### src/rtl/lab1_imul_mul_arbiter.sv
// rtl/lab1_imul_mul_arbiter.sv - round-robin arbiter sharing one iterative multiplier among NUM_REQ val/rdy clients
// Optional LAB1_IMUL_ARB_STATS_EN adds xact_count/busy_count statistics outputs.
module lab1_imul_mul_arbiter #(
  parameter int NUM_REQ = 4,
  parameter int ID_W    = 2
) (
  input  logic                  clk,
  input  logic                  reset,
  input  logic [NUM_REQ-1:0]    in_req_val,
  output logic [NUM_REQ-1:0]    in_req_rdy,
  input  logic [NUM_REQ*64-1:0] in_req_msg,
  output logic [NUM_REQ-1:0]    in_resp_val,
  input  logic [NUM_REQ-1:0]    in_resp_rdy,
  output logic [31:0]           in_resp_msg,
  output logic                  mul_req_val,
  input  logic                  mul_req_rdy,
  output logic [63:0]           mul_req_msg,
  input  logic                  mul_resp_val,
  output logic                  mul_resp_rdy,
  input  logic [31:0]           mul_resp_msg,
  output logic [ID_W-1:0]       grant_id
`ifdef LAB1_IMUL_ARB_STATS_EN
  ,
  output logic [31:0]           xact_count,
  output logic [31:0]           busy_count
`endif
);

  typedef enum logic [1:0] {S_IDLE, S_WAIT, S_RESP} state_t;

  localparam logic [ID_W:0] LP_N = (ID_W+1)'(NUM_REQ);

  state_t          r_state;
  state_t          w_state_nxt;
  logic [ID_W-1:0] r_rr_ptr;
  logic [ID_W-1:0] r_owner;
  logic            r_lock;
  logic [31:0]     r_resp;

  logic [ID_W-1:0] w_winner;
  logic            w_any;
  logic [ID_W:0]   w_idx;
  logic [ID_W-1:0] w_sel;
  logic [ID_W-1:0] w_ptr_nxt;
  logic            w_req_xfer;

  // First requester at or after rr_ptr, wrapping modulo NUM_REQ.
  always_comb begin
    w_winner = '0;
    w_any    = 1'b0;
    w_idx    = '0;
    for (int k = 0; k < NUM_REQ; k++) begin
      w_idx = {1'b0, r_rr_ptr} + (ID_W+1)'(k);
      if (w_idx >= LP_N) w_idx = w_idx - LP_N;
      if (!w_any && in_req_val[w_idx[ID_W-1:0]]) begin
        w_any    = 1'b1;
        w_winner = w_idx[ID_W-1:0];
      end
    end
  end

  // A stalled request keeps its owner so mul_req_msg cannot change under it.
  assign w_sel      = r_lock ? r_owner : w_winner;
  assign w_ptr_nxt  = (w_sel == ID_W'(NUM_REQ-1)) ? '0 : w_sel + ID_W'(1);
  assign w_req_xfer = mul_req_val && mul_req_rdy;
  assign in_resp_msg = r_resp;

  always_ff @(posedge clk or negedge reset) begin
    if (!reset) r_state <= S_IDLE;
    else        r_state <= w_state_nxt;
  end

  always_comb begin
    w_state_nxt  = r_state;
    in_req_rdy   = '0;
    in_resp_val  = '0;
    mul_req_val  = 1'b0;
    mul_req_msg  = '0;
    mul_resp_rdy = 1'b0;
    grant_id     = '0;
    if (reset) begin
      case (r_state)
        S_IDLE: begin
          mul_req_val = |in_req_val;
          if (w_any) begin
            mul_req_msg       = in_req_msg[64*w_sel +: 64];
            in_req_rdy[w_sel] = mul_req_rdy;
            grant_id          = w_sel;
          end
          if (mul_req_val && mul_req_rdy) w_state_nxt = S_WAIT;
        end
        S_WAIT: begin
          mul_resp_rdy = 1'b1;
          grant_id     = r_owner;
          if (mul_resp_val) w_state_nxt = S_RESP;
        end
        S_RESP: begin
          in_resp_val[r_owner] = 1'b1;
          grant_id             = r_owner;
          if (in_resp_rdy[r_owner]) w_state_nxt = S_IDLE;
        end
        default: w_state_nxt = S_IDLE;
      endcase
    end
  end

  always_ff @(posedge clk or negedge reset) begin
    if (!reset) begin
      r_rr_ptr <= '0;
      r_owner  <= '0;
      r_lock   <= 1'b0;
      r_resp   <= '0;
    end else begin
      if (w_req_xfer) begin
        r_owner  <= w_sel;
        r_rr_ptr <= w_ptr_nxt;
        r_lock   <= 1'b0;
      end else if (r_state == S_IDLE && mul_req_val && !r_lock) begin
        r_lock  <= 1'b1;
        r_owner <= w_winner;
      end
      if (r_state == S_WAIT && mul_resp_val) r_resp <= mul_resp_msg;
    end
  end

`ifdef LAB1_IMUL_ARB_STATS_EN
  always_ff @(posedge clk or negedge reset) begin
    if (!reset) begin
      xact_count <= '0;
      busy_count <= '0;
    end else begin
      if (|(in_resp_val & in_resp_rdy)) xact_count <= xact_count + 32'd1;
      if (r_state != S_IDLE)            busy_count <= busy_count + 32'd1;
    end
  end
`endif

`ifndef SYNTHESIS
  // VC_ASSERT: a multiplier response is only legal while waiting for one.
  vc_assert_resp_in_wait: assert property (
    @(posedge clk) disable iff (!reset) mul_resp_val |-> (r_state == S_WAIT));
`endif

endmodule
### config.mk
export PLATFORM = sky130hd
export DESIGN_NAME = lab1_imul_mul_arbiter
export DESIGN_NICKNAME = d
export VERILOG_FILES = /design/src/rtl/lab1_imul_mul_arbiter.sv
export SDC_FILE = /design/constraint.sdc
export NUM_CORES = 1
export LEC_CHECK = 0
export CELL_PAD_IN_SITES_DETAIL_PLACEMENT = 1
export CELL_PAD_IN_SITES_GLOBAL_PLACEMENT = 1
export CORE_ASPECT_RATIO = 0.9
export CORE_MARGIN = 10
export CORE_UTILIZATION = 29
export CTS_BUF_LIST = sky130_fd_sc_hd__clkbuf_4
export DETAILED_ROUTE_END_ITERATION = 8
export PLACE_DENSITY = 0.95
export SYNTH_ARGS = -nofsm -noshare
export SYNTH_HDL_FRONTEND = slang
export SYNTH_SLANG_ARGS = --single-unit
### constraint.sdc
create_clock -name clk -period 4.5 [get_ports clk]
set_input_delay 1.35 -clock clk [delete_from_list [all_inputs] [get_ports clk]]
set_output_delay 1.35 -clock clk [all_outputs]
set_load 0.02 [all_outputs]
==> results of run 1 <==
worst paths after layout:
path                                      start              end
worst max-delay path              in_req_val[3]   mul_req_msg[3]
max in group asynchronous                 reset       r_owner[0]
worst min register to register  in_resp_msg[19]  in_resp_msg[19]
worst min-delay path            in_resp_msg[19]  in_resp_msg[19]
min in group asynchronous                 reset      r_rr_ptr[1]
worst max register to register      r_rr_ptr[1]      r_rr_ptr[1]
logic make-up (layout without fill, tap and decap cells):
family / after synthesis / in the layout / share of synthesized area (%)
other: 0 / 7 / 0
flip-flops: 39 / 39 / 13.7
multiplexers: 101 / 101 / 15.0
AND/OR/NAND/NOR: 94 / 94 / 5.46
AO/OA/AOI/OAI: 532 / 532 / 53.1
buffers and inverters: 191 / 602 / 11.7
adder cells (fa/ha/maj): 6 / 6 / 1.05
state kept, by name, summed over array words and instances (netlist names):
signal / count
r_lock: 1
in_resp_msg: 32
r_state: 2
r_owner: 2
r_rr_ptr: 2
per-stage QoR:
stage / power (uW) / cell area [um2] / utilization (%)
2_1_floorplan: 4010 / 7120 / -
3_3_place_gp: 6160 / 12000 / 49.5
3_5_place_dp: 6490 / 12000 / 49.5
4_1_cts: 6840 / 12100 / 49.8
5_1_grt: 8330 / 13100 / 54.1
6_report: 7990 / 13100 / 54.1
area by class of cell:
type	count	area, um2
Antenna cell	7	17.5
Clock buffer	6	45.0
Clock inverter	2	37.5
Fill cell	2779	11100
Inverter	73	275
Multi-Input combinational cell	733	6100
Sequential cell	39	980
Tap cell	308	385
Timing Repair Buffer	521	5240
metal layers:
| metal | up-vias | part of all wire [%] |
|---|---|---|
| li1 | 4540 | - |
| met2 | 781 | 50 |
| met4 | 0 | 6.4 |
| met5 | - | 0 |
| met1 | 5294 | 35 |
| met3 | 257 | 8.8 |
power by group through the flow:
| stage | registers [uW] | logic, uW | clock network [uW] |
|---|---|---|---|
| final | 756 | 6970 | 266 |
| after global routing | 766 | 7290 | 276 |
| after CTS | 722 | 5860 | 261 |
| after detailed placement | 722 | 5770 | 0 |
| after global placement | 680 | 5480 | 0 |
| after floorplan | 811 | 3200 | 0 |
what timing repair did:
item,CTS,global route
setup endpoints to repair,71,71
cloned,1,5
pin swaps,20,42
buffers inserted,2,25
resized for setup,354,153
worst register-to-register path: stages, from the launching register on:
cell	delay, ns
dfrtp_1	0.61
nor2_1	0.09
a221o_1	0.39
buf_4	0.18
nor3_4	0.22
buf_6	0.16
buf_4	0.11
or2_4	0.16
ha_4	0.22
mux2_2	0.27
cell usage after synthesis, types with 3 or more instances:
master,n,area (um2)
a2111oi_0,10,87.6
a2111oi_2,54,811
a21oi_1,130,651
buf_1,5,18.8
buf_2,35,175
buf_6,7,78.8
clkbuf_1,61,229
clkbuf_2,8,40.0
dfrtp_1,39,976
ha_1,6,75.1
inv_1,72,270
mux2_2,35,394
mux2i_1,65,651
nand2_1,9,33.8
nand2b_1,3,18.8
nor2_1,69,259
nor3_1,4,20.0
o21ai_0,134,671
o21bai_1,64,480
o221ai_1,64,561
o22ai_1,64,400
==> summary.txt, run 1 <==
Setup path
  – Slowest cell on crit path: a2111oi_4
  – Levels on crit path: 9
  – Reg2Reg Setup Slack: 1.99 ns
  – Most used cell, CP: buf_4
  – CP Buf/Inv Count: 4
  – CP max stage delay: 0.51 ns
  – WP data arrival: 3.43 ns
  – Required time worst endpoint: 3.15 ns
  – Worst-path cell chain: buf_4 > mux2i_2 > a32o_4 > buf_8 > buf_4 > o21bai_1 > a2111oi_4 > o22ai_2 > buf_6
  – CP Capture Type: primary output
  – Type of the worst setup path: input port to primary output
  – Startpoint Class: input port
  – R2R cell count: 9
  – Cell family with most CP delay: compound AO/OA/AOI/OAI gates
  – Crit-path max FO: 11

Synthesis
  – Synth Flop Type: dfrtp_1
  – Post-synth cell types: 41
  – Avg Inst Size Synth: 7.40 um2
  – Syn Std Cell Area: 0.00712 mm2
  – Seq/Total Area, Yosys: 13.7%
  – Syn. warnings: 0
  – Post-Syn Nets: 1269
  – Number of flops mapped to enable cells by yosys: 0
  – Seq cells post-synth: 39
  – Mapped Cells: 963
  – Async SR Flop Fraction: 100%

Clock tree
  – Cts bufs inserted: 5
  – # hold bufs at CTS: 0
  – Worst-path clk slew: 0.14 ns
  – CTS tree: built
  – CTS root buf: clkbuf_4
  – CTS Buffer Depth: 2
  – Clk_lat worst skew: 0.39 ns
  – CTS sink cnt: 39
  – CTS H-tree depth: 2

Die
  – Initial Util: 29.5%
  – Num ports: 408
  – Die area: 0.0312 mm2
  – Core area: 0.0242 mm2
  – Die height: 169 um
  – Rows: 54
  – Chip width: 185 um

Placed design
  – Placed instance count: 1641
  – Pre-CTS setup slack: -1.11 ns
  – GPL Wtd Cong: 0.892
  – I/O Buffers: 407
  – DP Wirelength: 34.1 mm

GRT
  – Grt peak-use layer: met2
  – All-Layer GR Usage: 27.7%
  – Global route overflow: 0
  – Largest net degree at the start of global routing: 61
  – Met2 global-route usage: 48.6%
  – Antenna violations before repair: 6
  – GR Util met3: 6.42%
  – Met1 Usage GRT: 30.4%
  – Number of global-route vias before repair: 11100
  – First-pass GRT wire length: 68.4 mm

Route
  – Drt drc: 0
  – Drt pass-1 iters: 5
  – Detail Route Antenna Nets: 0
  – Drt wl/cell: 30.9 um
  – Final wirelength: 52.2 mm
  – Vias: 10900
  – Drt first-iter violations: 1056
  – Via density per instance: 6.44

Pwr
  – Pleak: 0.00491 uW
  – Pint: 3550 uW
  – Maximum vdd drop: 0.567 mV
  – P_sw: 4450 uW
  – Logic pwr share: 87.2%
  – Reg power frac: 9.5%
  – Part of the power in the clock network: 3.3%
  – Cell Pwr Density: 611 mW/mm2
  – Switching share of power: 55.6%

STA
  – Worst setup margin: -0.276 ns
  – Post-layout min period: 4.78 ns
  – Final hold violation count: 0
  – Max Transition Viols Final: 0
  – Hold_ws: 0.535 ns
  – Final setup fails: 47
  – Fmax: 209 MHz
  – Slew @ Worst Pin: 0.534 ns
  – Worst Clk Skew: 0.0118 ns
  – Period utilization: 106%
  – Max_slew headroom: 64.3%
  – Final TNS setup: -3.14 ns
  – RSZ-0062 raised after global routing: true

Finish
  – Nets@finish: 1679
  – Final instance count without filler cells: 1689
  – Most frequent cells in the layout: 331 x clkdlybuf4s50_1, 129 x a21oi_1, 127 x o21ai_0
  – Synth-to-Final Area Change: 83.6%
  – Layout cells sized above 1: 25.8%
  – Most common cell after layout, fill and taps aside: clkdlybuf4s50_1

Worst hold path
  – Hold path depth: 1
  – HP Class: flip-flop to flip-flop

Outcome
  – Failing checks: setup timing
  – Status: complete, but fails checks

Run
  – MaxCap Viol Count: 0
No activity file was read; power rests on OpenSTA's default activity.
==> run 2: changes to the inputs <==
==> constraint.sdc (replaced) <==
create_clock -name clk -period 4.5 [get_ports clk]
set_input_delay 0.45 -clock clk [delete_from_list [all_inputs] [get_ports clk]]
set_output_delay 0.45 -clock clk [all_outputs]
set_load 0.02 [all_outputs]
==> run 2 against run 1 <==
Against the previous run: the flow now finishes without violations; register-to-register slack lost 0.07 ns; sequential power up 4.0%; utilization fell by 6.6 points; via count down 12%; sequential cell count is the same; cell count down 5.2%; maximum frequency grew 16%; count of clock-buffer cells in the layout is 1 lower; global-route usage shrank 4.0 points; combinational power decreased by 24%; die area unchanged; largest cell class unchanged; largest power group unchanged; highest routed layer unchanged.
==> summary.txt, run 2 (synthesized netlist as in run 1, its figures left out) <==
Die
  – Chip width: 185 um (unchanged)
  – Die area: 0.0312 mm2 (unchanged)
  – Die height: 169 um (unchanged)
  – Core area: 0.0242 mm2 (unchanged)
  – Rows: 54 (unchanged)
  – Initial Util: 29.5% (unchanged)
  – Num ports: 408 (unchanged)

Pwr
  – Pint: 2830 uW (-20%)
  – Reg power frac: 12.4% (+2.9 points)
  – Part of the power in the clock network: 4.1% (+0.8 points)
  – Maximum vdd drop: 0.361 mV (-36%)
  – Cell Pwr Density: 551 mW/mm2 (-9.8%)
  – Logic pwr share: 83.5% (-3.7 points)
  – Switching share of power: 55.4% (-0.22 points)
  – Pleak: 0.00411 uW (-16%)
  – P_sw: 3510 uW (-21%)

Run
  – MaxCap Viol Count: 0 (unchanged)

Clock tree
  – CTS sink cnt: 39 (unchanged)
  – CTS resizes: 0 (-100%)
  – Postcts setup bufs: 0 (-2)
  – CTS H-tree depth: 2 (unchanged)
  – Cts bufs inserted: 5 (unchanged)
  – CTS Buffer Depth: 2 (unchanged)
  – # hold bufs at CTS: 0 (unchanged)
  – Worst-path clk slew: 0.15 ns (about the same)
  – Clk_lat worst skew: 0.39 ns (about the same)
  – CTS tree: built
  – CTS root buf: clkbuf_4

Finish
  – Nets@finish: 1595 (-5.0%)
  – Layout cells sized above 1: 11.1% (-15 points)
  – Most common cell after layout, fill and taps aside: clkdlybuf4s50_1
  – Max reg flops: 32 (unchanged)
  – Most frequent cells in the layout: 406 x clkdlybuf4s50_1, 134 x o21ai_0, 130 x a21oi_1
  – Fillers: 2884 (+3.8%)
  – Synth-to-Final Area Change: 61.4%

STA
  – Period utilization: 91.1% (-15 points)
  – Post-layout min period: 4.10 ns (-0.675 ns)
  – RSZ-0062 raised after global routing: false
  – Final setup fails: 0 (-100%)
  – Slew @ Worst Pin: 0.972 ns (+0.438 ns)
  – Fmax: 244 MHz (+16%)
  – Final TNS setup: 0 ns (+3.14 ns)
  – Worst Clk Skew: 0.0226 ns (+0.0108 ns)
  – Final hold violation count: 0 (unchanged)
  – Hold_ws: 0.154 ns (-0.381 ns)
  – Max Transition Viols Final: 0 (unchanged)
  – Max_slew headroom: 35.2% (-29 points)

Setup path
  – CP Capture Type: primary output
  – WP data arrival: 3.65 ns (+0.22 ns)
  – Startpoint Class: input port
  – Slowest cell on crit path: clkdlybuf4s50_1
  – Crit-path max FO: 31 (+20)
  – Required time worst endpoint: 4.05 ns (+0.90 ns)
  – Most used cell, CP: clkdlybuf4s50_1
  – Type of the worst setup path: input port to primary output
  – CP Buf/Inv Count: 3 (-1)
  – Cell family with most CP delay: buffers and inverters
  – CP max stage delay: 0.59 ns (+0.08 ns)
  – Worst-path cell chain: clkdlybuf4s50_1 > mux2i_1 > a32o_4 > buf_4 > o21bai_1 > a2111oi_0 > o22ai_1 > clkdlybuf4s50_1

Route
  – Final wirelength: 39.7 mm (-24%)
  – Drt first-iter violations: 645 (-39%)
  – Drt pass-1 iters: 5 (unchanged)
  – Detail Route Antenna Nets: 0 (unchanged)
  – Drt drc: 0 (unchanged)
  – Drt wl/cell: 24.8 um (-20%)
  – Vias: 9543 (-12%)
  – Via density per instance: 5.96 (-7.5%)

GRT
  – Met2 global-route usage: 41.8% (-6.8 points)
  – Global route overflow: 0 (unchanged)
  – First-pass GRT wire length: 59.7 mm (-13%)
  – Grt peak-use layer: met2
  – GR Util met3: 5.91% (-0.51 points)
  – All-Layer GR Usage: 23.7% (-4.0 points)
  – Number of global-route vias before repair: 10200 (-8.4%)
  – Largest net degree at the start of global routing: 84 (+38%)
  – Met1 Usage GRT: 26.9% (-3.5 points)
  – Antenna violations before repair: 4 (-2)

Placed design
  – I/O Buffers: 407 (unchanged)
  – DP Wirelength: 30.4 mm (-11%)
  – GPL Wtd Cong: 0.898 (+0.61%)

Worst hold path
  – HP Class: input port to async pin

Outcome
  – Status: finished clean
run 2: changes by cell type in the layout (fill, tap and decap cells not counted), moves of 10 or more:
cell | previous run | this run
a2111oi_0 | 0 | 10
a2111oi_2 | 31 | 54
a2111oi_4 | 32 | 0
buf_12 | 22 | 9
buf_2 | 21 | 1
buf_4 | 104 | 21
buf_6 | 26 | 0
clkdlybuf4s50_1 | 331 | 406
o221ai_1 | 42 | 64
o221ai_2 | 22 | 0
o22ai_1 | 52 | 64
o22ai_2 | 12 | 0
run 2: per-layer routing:
layer | vias to the layer above | wire, um | part of all wire (%)
met5 | - | 0 | 0
met4 | 0 | 1510 | 3.8
met3 | 76 | 3360 | 8.5
met2 | 405 | 19500 | 49
met1 | 4688 | 15300 | 39
li1 | 4374 | - | -
run 2: layout make-up:
type | instances | area [um2] | share of cell area, %
multi-input cells | 733 | 5360 | 46.6
well taps | 308 | 385 | 3.35
inverters | 73 | 275 | 2.39
diodes | 4 | 10.0 | 0.0871
clock inverters | 3 | 46.3 | 0.403
flip-flops and latches | 39 | 980 | 8.52
clock buffers | 5 | 37.5 | 0.326
repair buffers | 437 | 4410 | 38.3
run 2: path summary, 6_finish.rpt:
kind                                start               to  slack (ns)  cells after the start
max                         in_req_val[3]  mul_req_msg[14]        0.40                      8
min reg2reg                in_resp_msg[3]   in_resp_msg[3]        0.52                      1
max reg2reg                    r_owner[0]       r_state[1]        1.92                      3
min in group clk                    reset       r_owner[0]        0.48                      3
min                                 reset   in_resp_msg[8]        0.15                      2
max in group asynchronous           reset       r_owner[0]        3.91                      2
run 2: power groups by stage:
stage	registers (uW)	clock network, uW	logic, uW
6_report	786	258	5290
5_1_grt	813	274	5660
4_1_cts	786	260	5290
3_5_place_dp	791	0	5260
3_3_place_gp	755	0	5040
2_1_floorplan	811	0	3200
run 2: worst reg2reg max path: cells and delay by family, from the launching register on:
kind	cells	cell delay [ns]
flops	1	1.08
mux	2	1.04
compound gates	1	0.37
run 2: metrics by stage:
stage          setup slack [ns]  utilization [%]  instances  total power [uW]  area (um2)
4_1_cts                   0.429             47.5       1598              6330       11500
5_1_grt                   0.206             47.5       1602              6750       11500
3_5_place_dp              0.447             47.1       1590              6050       11400
6_report                  0.399             47.5       1602              6340       11500
3_3_place_gp              0.557             47.1       1590              5790       11400
2_1_floorplan              1.85                -        963              4010        7120
